**src/rtl/csr_port_arbiter_pkg.sv**
```systemverilog
// csr_port_arbiter_pkg: shared state encoding and bus widths for the CSR port arbiter.
`default_nettype none

package csr_port_arbiter_pkg;

  localparam int CSR_ADDR_W = 12;
  localparam int CSR_DATA_W = 32;

  typedef enum logic [1:0] {
    ST_IDLE         = 2'd0,
    ST_INST_OWN     = 2'd1,
    ST_TRAP_OWN     = 2'd2,
    ST_TRAP_RELEASE = 2'd3
  } arb_state_e;

endpackage

`default_nettype wire

```
**src/rtl/csr_port_arbiter_if.sv**
```systemverilog
// csr_port_arbiter_if: trap-side, pipeline-side and CSR-file-side signals of the arbiter.
`default_nettype none

interface csr_port_arbiter_if;
  import csr_port_arbiter_pkg::*;

  logic                  trap_req;
  logic                  trap_write_enable;
  logic [CSR_ADDR_W-1:0] trap_address;
  logic [CSR_DATA_W-1:0] trap_write_data;
  logic                  trap_grant;
  logic [CSR_DATA_W-1:0] trap_read_data;

  logic                  inst_req;
  logic                  inst_write_enable;
  logic [CSR_ADDR_W-1:0] inst_address;
  logic [CSR_DATA_W-1:0] inst_write_data;
  logic                  inst_grant;
  logic [CSR_DATA_W-1:0] inst_read_data;
  logic                  inst_stall;

  logic                  csr_write_enable;
  logic [CSR_ADDR_W-1:0] csr_address;
  logic [CSR_DATA_W-1:0] csr_write_data;
  logic [CSR_DATA_W-1:0] csr_read_data;

  logic                  lock_timeout;

  // Requesters and the CSR file
  modport master (
    output trap_req, trap_write_enable, trap_address, trap_write_data,
    input  trap_grant, trap_read_data,
    output inst_req, inst_write_enable, inst_address, inst_write_data,
    input  inst_grant, inst_read_data, inst_stall,
    input  csr_write_enable, csr_address, csr_write_data,
    output csr_read_data,
    input  lock_timeout
  );

  // The arbiter itself
  modport slave (
    input  trap_req, trap_write_enable, trap_address, trap_write_data,
    output trap_grant, trap_read_data,
    input  inst_req, inst_write_enable, inst_address, inst_write_data,
    output inst_grant, inst_read_data, inst_stall,
    output csr_write_enable, csr_address, csr_write_data,
    input  csr_read_data,
    output lock_timeout
  );

endinterface

`default_nettype wire

```
**src/rtl/csr_port_arbiter_lock_timer.sv**
```systemverilog
// csr_port_arbiter_lock_timer: bounds trap ownership of the port and tracks the timeout/re-arm flags.
`default_nettype none

module csr_port_arbiter_lock_timer #(
  parameter int LOCK_TIMEOUT = 16
) (
  input  wire logic clk,
  input  wire logic rst,
  input  wire logic trap_req,
  input  wire logic enter_own,
  input  wire logic in_own,
  output logic      expire,
  output logic      lock_timeout,
  output logic      trap_armed
);

  localparam int              CNT_W    = $clog2(LOCK_TIMEOUT + 1);
  localparam logic [CNT_W-1:0] CNT_LAST = CNT_W'(LOCK_TIMEOUT - 1);
  localparam logic [CNT_W-1:0] CNT_MAX  = CNT_W'(LOCK_TIMEOUT);

  logic [CNT_W-1:0] lock_count;

  assign expire = in_own && (lock_count == CNT_LAST);

  always_ff @(posedge clk or negedge rst) begin
    if (!rst) begin
      lock_count <= '0;
    end else if (enter_own) begin
      lock_count <= '0;
    end else if (in_own && (lock_count != CNT_MAX)) begin
      lock_count <= lock_count + 1'b1;
    end
  end

  // A requester that has been forcibly evicted must drop trap_req once before it may own the port again
  always_ff @(posedge clk or negedge rst) begin
    if (!rst) begin
      lock_timeout <= 1'b0;
      trap_armed   <= 1'b1;
    end else begin
      if (expire) begin
        lock_timeout <= 1'b1;
      end
      if (!trap_req) begin
        trap_armed <= 1'b1;
      end else if (expire) begin
        trap_armed <= 1'b0;
      end
    end
  end

endmodule

`default_nettype wire

```
**src/rtl/csr_port_arbiter.sv**
```systemverilog
// csr_port_arbiter: shares the CSR-file port between the trap controller (priority, locked) and the pipeline.
`default_nettype none

module csr_port_arbiter
  import csr_port_arbiter_pkg::*;
#(
  parameter int LOCK_TIMEOUT = 16
) (
  input  wire logic          clk,
  input  wire logic          rst,
  csr_port_arbiter_if.slave  bus
);

  arb_state_e state;
  arb_state_e state_next;
  logic       expire;
  logic       trap_armed;
  logic       trap_wins;
  logic       enter_own;

  assign trap_wins = bus.trap_req && trap_armed;
  assign enter_own = (state_next == ST_TRAP_OWN) && (state != ST_TRAP_OWN);

  always_ff @(posedge clk or negedge rst) begin
    if (!rst) begin
      state <= ST_IDLE;
    end else begin
      state <= state_next;
    end
  end

  always_comb begin
    state_next = state;
    case (state)
      ST_IDLE: begin
        if (trap_wins)         state_next = ST_TRAP_OWN;
        else if (bus.inst_req) state_next = ST_INST_OWN;
      end
      ST_INST_OWN: begin
        state_next = trap_wins ? ST_TRAP_OWN : ST_IDLE;
      end
      ST_TRAP_OWN: begin
        if (!bus.trap_req || expire) state_next = ST_TRAP_RELEASE;
      end
      ST_TRAP_RELEASE: begin
        if (trap_wins)         state_next = ST_TRAP_OWN;
        else if (bus.inst_req) state_next = ST_INST_OWN;
        else                   state_next = ST_IDLE;
      end
      default: state_next = ST_IDLE;
    endcase
  end

  always_comb begin
    bus.trap_grant       = 1'b0;
    bus.inst_grant       = 1'b0;
    bus.trap_read_data   = '0;
    bus.inst_read_data   = '0;
    bus.csr_write_enable = 1'b0;
    bus.csr_address      = '0;
    bus.csr_write_data   = '0;
    case (state)
      ST_INST_OWN: begin
        bus.inst_grant       = 1'b1;
        bus.inst_read_data   = bus.csr_read_data;
        bus.csr_write_enable = bus.inst_write_enable;
        bus.csr_address      = bus.inst_address;
        bus.csr_write_data   = bus.inst_write_data;
      end
      ST_TRAP_OWN: begin
        bus.trap_grant       = 1'b1;
        bus.trap_read_data   = bus.csr_read_data;
        bus.csr_write_enable = bus.trap_write_enable;
        bus.csr_address      = bus.trap_address;
        bus.csr_write_data   = bus.trap_write_data;
      end
      default: ;
    endcase
  end

  // Gated by rst so the stall also drops the instant reset asserts
  assign bus.inst_stall = bus.inst_req && !bus.inst_grant && rst;

  csr_port_arbiter_lock_timer #(
    .LOCK_TIMEOUT (LOCK_TIMEOUT)
  ) u_lock_timer (
    .clk          (clk),
    .rst          (rst),
    .trap_req     (bus.trap_req),
    .enter_own    (enter_own),
    .in_own       (state == ST_TRAP_OWN),
    .expire       (expire),
    .lock_timeout (bus.lock_timeout),
    .trap_armed   (trap_armed)
  );

endmodule

`default_nettype wire

```
**src/flat_wrapper.sv**
```systemverilog
// flat-port wrapper written by rule: the top's interface ports become plain ports
module csr_port_arbiter_flat import csr_port_arbiter_pkg::*;
#(
  parameter int LOCK_TIMEOUT = 16
)
  (clk, rst, bus_trap_req, bus_trap_write_enable, bus_trap_address, bus_trap_write_data, bus_trap_grant, bus_trap_read_data, bus_inst_req, bus_inst_write_enable, bus_inst_address, bus_inst_write_data, bus_inst_grant, bus_inst_read_data, bus_inst_stall, bus_csr_write_enable, bus_csr_address, bus_csr_write_data, bus_csr_read_data, bus_lock_timeout);
  csr_port_arbiter_if bus_i ();
  input  wire logic clk;
  input  wire logic rst;
  input wire logic [$bits(bus_i.trap_req)-1:0] bus_trap_req;
  input wire logic [$bits(bus_i.trap_write_enable)-1:0] bus_trap_write_enable;
  input wire logic [$bits(bus_i.trap_address)-1:0] bus_trap_address;
  input wire logic [$bits(bus_i.trap_write_data)-1:0] bus_trap_write_data;
  output wire logic [$bits(bus_i.trap_grant)-1:0] bus_trap_grant;
  output wire logic [$bits(bus_i.trap_read_data)-1:0] bus_trap_read_data;
  input wire logic [$bits(bus_i.inst_req)-1:0] bus_inst_req;
  input wire logic [$bits(bus_i.inst_write_enable)-1:0] bus_inst_write_enable;
  input wire logic [$bits(bus_i.inst_address)-1:0] bus_inst_address;
  input wire logic [$bits(bus_i.inst_write_data)-1:0] bus_inst_write_data;
  output wire logic [$bits(bus_i.inst_grant)-1:0] bus_inst_grant;
  output wire logic [$bits(bus_i.inst_read_data)-1:0] bus_inst_read_data;
  output wire logic [$bits(bus_i.inst_stall)-1:0] bus_inst_stall;
  output wire logic [$bits(bus_i.csr_write_enable)-1:0] bus_csr_write_enable;
  output wire logic [$bits(bus_i.csr_address)-1:0] bus_csr_address;
  output wire logic [$bits(bus_i.csr_write_data)-1:0] bus_csr_write_data;
  input wire logic [$bits(bus_i.csr_read_data)-1:0] bus_csr_read_data;
  output wire logic [$bits(bus_i.lock_timeout)-1:0] bus_lock_timeout;
  assign bus_i.trap_req = bus_trap_req;
  assign bus_i.trap_write_enable = bus_trap_write_enable;
  assign bus_i.trap_address = bus_trap_address;
  assign bus_i.trap_write_data = bus_trap_write_data;
  assign bus_trap_grant = bus_i.trap_grant;
  assign bus_trap_read_data = bus_i.trap_read_data;
  assign bus_i.inst_req = bus_inst_req;
  assign bus_i.inst_write_enable = bus_inst_write_enable;
  assign bus_i.inst_address = bus_inst_address;
  assign bus_i.inst_write_data = bus_inst_write_data;
  assign bus_inst_grant = bus_i.inst_grant;
  assign bus_inst_read_data = bus_i.inst_read_data;
  assign bus_inst_stall = bus_i.inst_stall;
  assign bus_csr_write_enable = bus_i.csr_write_enable;
  assign bus_csr_address = bus_i.csr_address;
  assign bus_csr_write_data = bus_i.csr_write_data;
  assign bus_i.csr_read_data = bus_csr_read_data;
  assign bus_lock_timeout = bus_i.lock_timeout;
  csr_port_arbiter #(.LOCK_TIMEOUT(LOCK_TIMEOUT)) u_core (.clk(clk), .rst(rst), .bus(bus_i));
endmodule
```
**config.mk**
```make
export PLATFORM = sky130hd
export DESIGN_NAME = csr_port_arbiter_flat
export DESIGN_NICKNAME = d
export VERILOG_FILES = /design/src/rtl/csr_port_arbiter_pkg.sv /design/src/rtl/csr_port_arbiter_if.sv /design/src/rtl/csr_port_arbiter_lock_timer.sv /design/src/rtl/csr_port_arbiter.sv /design/src/flat_wrapper.sv
export SDC_FILE = /design/constraint.sdc
export NUM_CORES = 1
export LEC_CHECK = 0
export ABC_AREA = 1
export CAP_MARGIN = 20
export CELL_PAD_IN_SITES_DETAIL_PLACEMENT = 0
export CELL_PAD_IN_SITES_GLOBAL_PLACEMENT = 1
export CORE_AREA = 2 2 93 95
export CTS_BUF_LIST = sky130_fd_sc_hd__clkbuf_4 sky130_fd_sc_hd__clkbuf_8
export DETAILED_ROUTE_END_ITERATION = 10
export DIE_AREA = 0 0 95 97
export DONT_BUFFER_PORTS = 1
export HOLD_SLACK_MARGIN = 0.1
export PLACE_DENSITY = 0.55
export SYNTH_ARGS = -nofsm -noshare
export SYNTH_HDL_FRONTEND = slang
export SYNTH_SLANG_ARGS = --single-unit
export TNS_END_PERCENT = 20
```
**constraint.sdc**
```tcl
create_clock -name clk -period 3.8 [get_ports clk]
set_input_delay 0.76 -clock clk [delete_from_list [all_inputs] [get_ports clk]]
set_output_delay 0.76 -clock clk [all_outputs]
set_load 0.02 [all_outputs]
```
# After elaboration in Yosys (flattened, before gate mapping)
# Cells that the tools add are included.
[word_totals]
wordCells = 42
out_inout_bits = 113
input_bits = 126
register_bits = 9
[classes]
n_eq_ne = 8
n_addsub = 1
muxes = 18
reduce_logical = 11
[ops]
columns = ["cell", "n"]
rows = [
  ["2-to-1 mux 32 bit", 2],
  ["one-hot mux 32 bit (2 select lines)", 1],
  ["one-hot mux 12 bit (2 select lines)", 1],
  ["2-to-1 mux 2 bit", 5],
  ["2-to-1 mux 5 bit", 2],
  ["one-hot mux 2 bit (4 select lines)", 1],
  ["== test 2 bit, second input constant", 3],
  ["logical AND 1 bit", 6],
  ["adder 5 x 1 -> 5 bit, second input constant", 1],
  ["== test 5 x 4 -> 1 bit, second input constant", 1],
  ["2-to-1 mux 1 bit", 5],
  ["inequality test 5 bit, second input constant", 1],
  ["== test 2 x 1 -> 1 bit, second input constant", 1],
  ["logical NOT 1 bit", 2],
  ["logical NOT 2 bit", 1],
  ["inequality test 2 x 1 -> 1 bit, second input constant", 1],
  ["inequality test 2 bit, second input constant", 1],
  ["one-hot mux 1 bit (2 select lines)", 1],
  ["nonzero test 2 bit", 1],
  ["logical OR 1 bit", 1],
]

# Depth between registers and ports, before layout
[depth]
ltp_word = 8
ltp_mapped = 10
mapped_depth_nobuf = 10

# Modules after synthesis
# From an unflattened synthesis, not the netlist that was laid out.
[unflattened]
cells_unflattened = 366
area_unflattened_um2 = 1903.1
[by_module_without_submodules]
columns = ["mod", "area_per_inst_um2", "seq_area_each_um2", "instances", "cells_each"]
rows = [
  ["csr_port_arbiter", 1495.2, 50.0, 1, 316],
  ["csr_port_arbiter_lock_timer", 407.9, 176.4, 1, 50],
]

# Worst setup path before layout
# OpenSTA, ideal clock, no wires.
[synth_path]
path_type = "register -> output"
start = "register u_core.state[0]"
end = "output bus_csr_address[3]"
arrival_time_ns = 1.532
path_buffers = 2
required_time_ns = 3.040
path_stages_with_launch = 7
setup_slack_ns = 1.508
path_cell_list = "dfrtp_1 -> inv_2 -> ha_1 -> buf_4 -> buf_2 -> nand2_1 -> a21oi_1"
[synth_via]
elab_chain_cells = 2
word_cells_on_any_way = 3
classes_between = "eq/ne (2); mux (1)"
[synth_lines]
columns = ["item", "line", "rtl"]
rows = [
  ["start: declaration", "csr_port_arbiter.sv:14", "arb_state_e state;"],
  ["start signal: assignment", "csr_port_arbiter.sv:28", "state <= state_next;"],
  ["== test 2 bit or == test 2 x 1 -> 1 bit (tied branches)", "csr_port_arbiter.sv:62", "case (state)"],
  ["one-hot mux 12 bit (2 select lines) (*)", "csr_port_arbiter.sv:62", ""],
  ["end: declaration", "flat_wrapper.sv:24", "output wire logic [$bits(bus_i.csr_address)-1:0] bus_csr_address;"],
]
# Every way passes the cells marked *; elsewhere a longest branch is shown, timed or not.

# Worst setup path after layout
[layout_path]
start = "register u_core.state[0]"
end = "output bus_csr_write_data[6]"
[layout_via]
elab_chain_cells = 2
word_cells_on_any_way = 3
classes_between = "eq/ne (2); mux (1)"
[layout_lines]
columns = ["item", "line", "rtl"]
rows = [
  ["== test 2 bit or == test 2 x 1 -> 1 bit (tied branches)", "csr_port_arbiter.sv:62", ""],
  ["one-hot mux 32 bit (2 select lines) (*)", "csr_port_arbiter.sv:62", ""],
  ["end: declaration", "flat_wrapper.sv:25", "output wire logic [$bits(bus_i.csr_write_data)-1:0] bus_csr_write_data;"],
]
# Marked as above.

==> key figures <==
Status
  – Status: completed

Yosys
  – Syn avg cell area: 4.87 sq um
  – Synth unique cells: 20
  – Mux contribution to synthesized area: 0%
  – Cell count after synthesis: 368
  – Synth Area in Compound Gates: 13.3%
  – Adder-cell share of the synthesized area: 4.89%
  – Post-Synth XOR/XNOR Area: 0%
  – Largest family of logic cells by synthesized area: simple AND/OR/NAND/NOR gates
  – Yosys reg bits: 9
  – Sequential area share after synthesis: 12.6%
  – Synth Area in Simple Gates: 45.0%
  – Synth Warn #: 0
  – Syn Nets: 501
  – Synth Cell Area: 1790 sq um

Final layout
  – Nets: 485
  – Most frequent cells in the layout: 179 x nand2_1, 77 x inv_1, 45 x a21oi_1
  – Fraction of layout cells with a size suffix above 1: 5.13%
  – Diode count: 0
  – Post-Layout Cell Count: 456
  – Synth-to-Final Area Change: 4.82%
  – Most common cell after layout, fill and taps aside: nand2_1
  – Final instance area: 1880 sq um

Floorplan
  – Ports: 239
  – Die Wd: 95 microns
  – Total die area: 9220 sq um
  – Starting Density: 22.0%
  – Rows: 33
  – Core Box Area: 8130 sq um
  – Die Span Y: 97 microns

Clock network
  – Max H-tree Level: 1
  – CTS Buf Count: 3
  – Worst-case clock buffer depth: 2
  – Gates resized, CTS repair: 0
  – Sink Count: 9
  – Setup bufs post-CTS: 0
  – Clock root buffer: clkbuf_8
  – Hold_buf cts: 0
  – Latest clock arrival within the worst-skew pair: 0.23 ns
  – CTS tree: yes
  – Worst-path clk slew: 0.05 ns

Placed design
  – Gpl congestion: 0.803
  – Post-place instance area: 1830 sq um
  – Placed wire-length estimate: 4910 microns
  – PortBufs: 0
  – Dpl cells: 452

Timing
  – Least-Margin Pin Slew: 0.782 ns
  – Max-slew headroom: 47.9%
  – Final Max Slew Viols: 0
  – Final Hold Viols: 0
  – Setup TNS: 0 ns
  – Unrepaired setup endpoints after global routing: false
  – Fmax: 0.356 GHz
  – Setup violators final: 0
  – Final worst path period share: 73.9%
  – Final min period: 2.81 ns
  – Clock skew: 0.00292 ns

Drt
  – Vias per cell: 4.64
  – Initial DRC count: 77
  – Vias post-DR: 2118
  – Post-DR wirelength/cell: 13.3 microns
  – DRC Markers: 0
  – DRT Pass-1 Iters: 5
  – Total length of routed wires: 6050 microns
  – DRT antenna net count: 0

Setup path
  – Reg2reg setup slack: 1.83 ns
  – Worst path slowest cell: ha_4
  – Reg-to-reg endpoint: u_core.state[0]
  – R2R depth: 7
  – WP data arrival: 2.05 ns
  – Worst r2r src: u_core.state[0]
  – Worst Setup Start Kind: register
  – Worst Setup End Kind: output port
  – Crit-path max cell delay: 0.63 ns
  – Crit path max fanout: 73
  – Setup Crit Path Kind: register to output port
  – CP Cell Sequence: inv_2 > ha_4 > nand2_1 > a21oi_1
  – Worst EP required: 3.04 ns

GRT
  – Largest net degree at the start of global routing: 74
  – Total congestion overflow: 0
  – Initial antenna violation count: 0
  – GRT Util Overall: 11.1%
  – Vias in the first global route: 1743
  – First-pass GRT wire length: 8260 microns

Power
  – Pwr dens: 979 nW/um^2
  – VDD IR max: 0.270 mV
  – Leakage: 1.23 nW

Run
  – Max Cap Viol: 0

Hold path
  – HP Class: input port to asynchronous set/reset pin
power by group:
part           internal [mW]  switching (mW)
clock network         0.0801          0.0367
registers              0.128          0.0324
logic                  0.290            1.27
total                  0.498            1.34
critical path, delay by kind of cell (launching register included):
family                     cells  cell delay, ns
and+or+nand+nor                1            0.11
AOI/OAI and AO/OA              1            0.46
adders and majority gates      1            0.63
buffers and inverters          1            0.12
DFF                            1            0.43
flip-flops by register name (all words and copies together) (netlist names):
| register | cells |
|---|---|
| u_core.state | 2 |
| u_core.u_lock_timer.trap_armed | 1 |
| u_core.u_lock_timer.lock_timeout | 1 |
| u_core.u_lock_timer.lock_count | 5 |
area by class of cell:
class | instances | area (sq um)
inverter | 79 | 297
sequential | 9 | 226
clock buffer | 4 | 48.8
tap | 105 | 131
fill | 933 | 6260
multi-input combinational | 257 | 1150
timing repair buffer | 2 | 27.5
synthesized netlist by cell type:
cell type	number	share of area [%]
a21oi_1	45	13
buf_2	10	2.8
buf_4	8	3.4
buf_6	1	0.63
clkbuf_1	4	0.84
dfrtp_1	8	11
dfstp_2	1	1.5
ha_1	7	4.9
inv_1	77	16
inv_2	2	0.42
nand2_1	179	38
nand2_2	1	0.35
nand2_4	1	0.63
nand3_1	9	2.5
nand4_1	2	0.70
nor2_1	6	1.3
nor2_2	4	1.4
nor2_4	1	0.63
o211ai_1	1	0.42
o21ai_0	1	0.28
per-layer routing:
| metal | GRT usage (%) | routed length, microns |
|---|---|---|
| met1 | 12.0 | 2330 |
| met2 | 21.8 | 3140 |
| met3 | 2.10 | 487 |
| met4 | 2.56 | 83 |
| met5 | 0 | 0 |
worst max path at each step:
| stage | start | endpoint | depth (start not counted) |
|---|---|---|---|
| floorplan | u_core.state[0] | bus_csr_address[3] | 6 |
| global placement | u_core.state[0] | bus_csr_write_data[26] | 4 |
| detailed placement | u_core.state[0] | bus_csr_write_data[26] | 4 |
| CTS | u_core.state[0] | bus_csr_write_data[26] | 4 |
| global route | u_core.state[0] | bus_csr_write_data[11] | 4 |
| finish | u_core.state[0] | bus_csr_write_data[6] | 4 |
per-stage QoR:
stage / setup WS, ns / hold slack (ns) / utilization (%) / total power, mW
final: 0.993 / 0.222 / 23.1 / 1.84
after global routing: 0.835 / 0.202 / 23.1 / 2.01
after CTS: 0.983 / 0.215 / 23.1 / 1.86
after detailed placement: 1.22 / 0.465 / 22.5 / 1.74
after global placement: 1.20 / 0.464 / 22.5 / 1.74
after floorplan: 1.51 / 0.450 / - / 1.58
logic make-up (layout without fill, tap and decap cells):
logic type | count (synthesis) | in the layout
and+or+nand+nor | 203 | 203
AOI/OAI and AO/OA | 47 | 47
adders and majority gates | 7 | 7
DFF | 9 | 9
buffers and inverters | 102 | 85
Power figures use the tool's default switching activity.
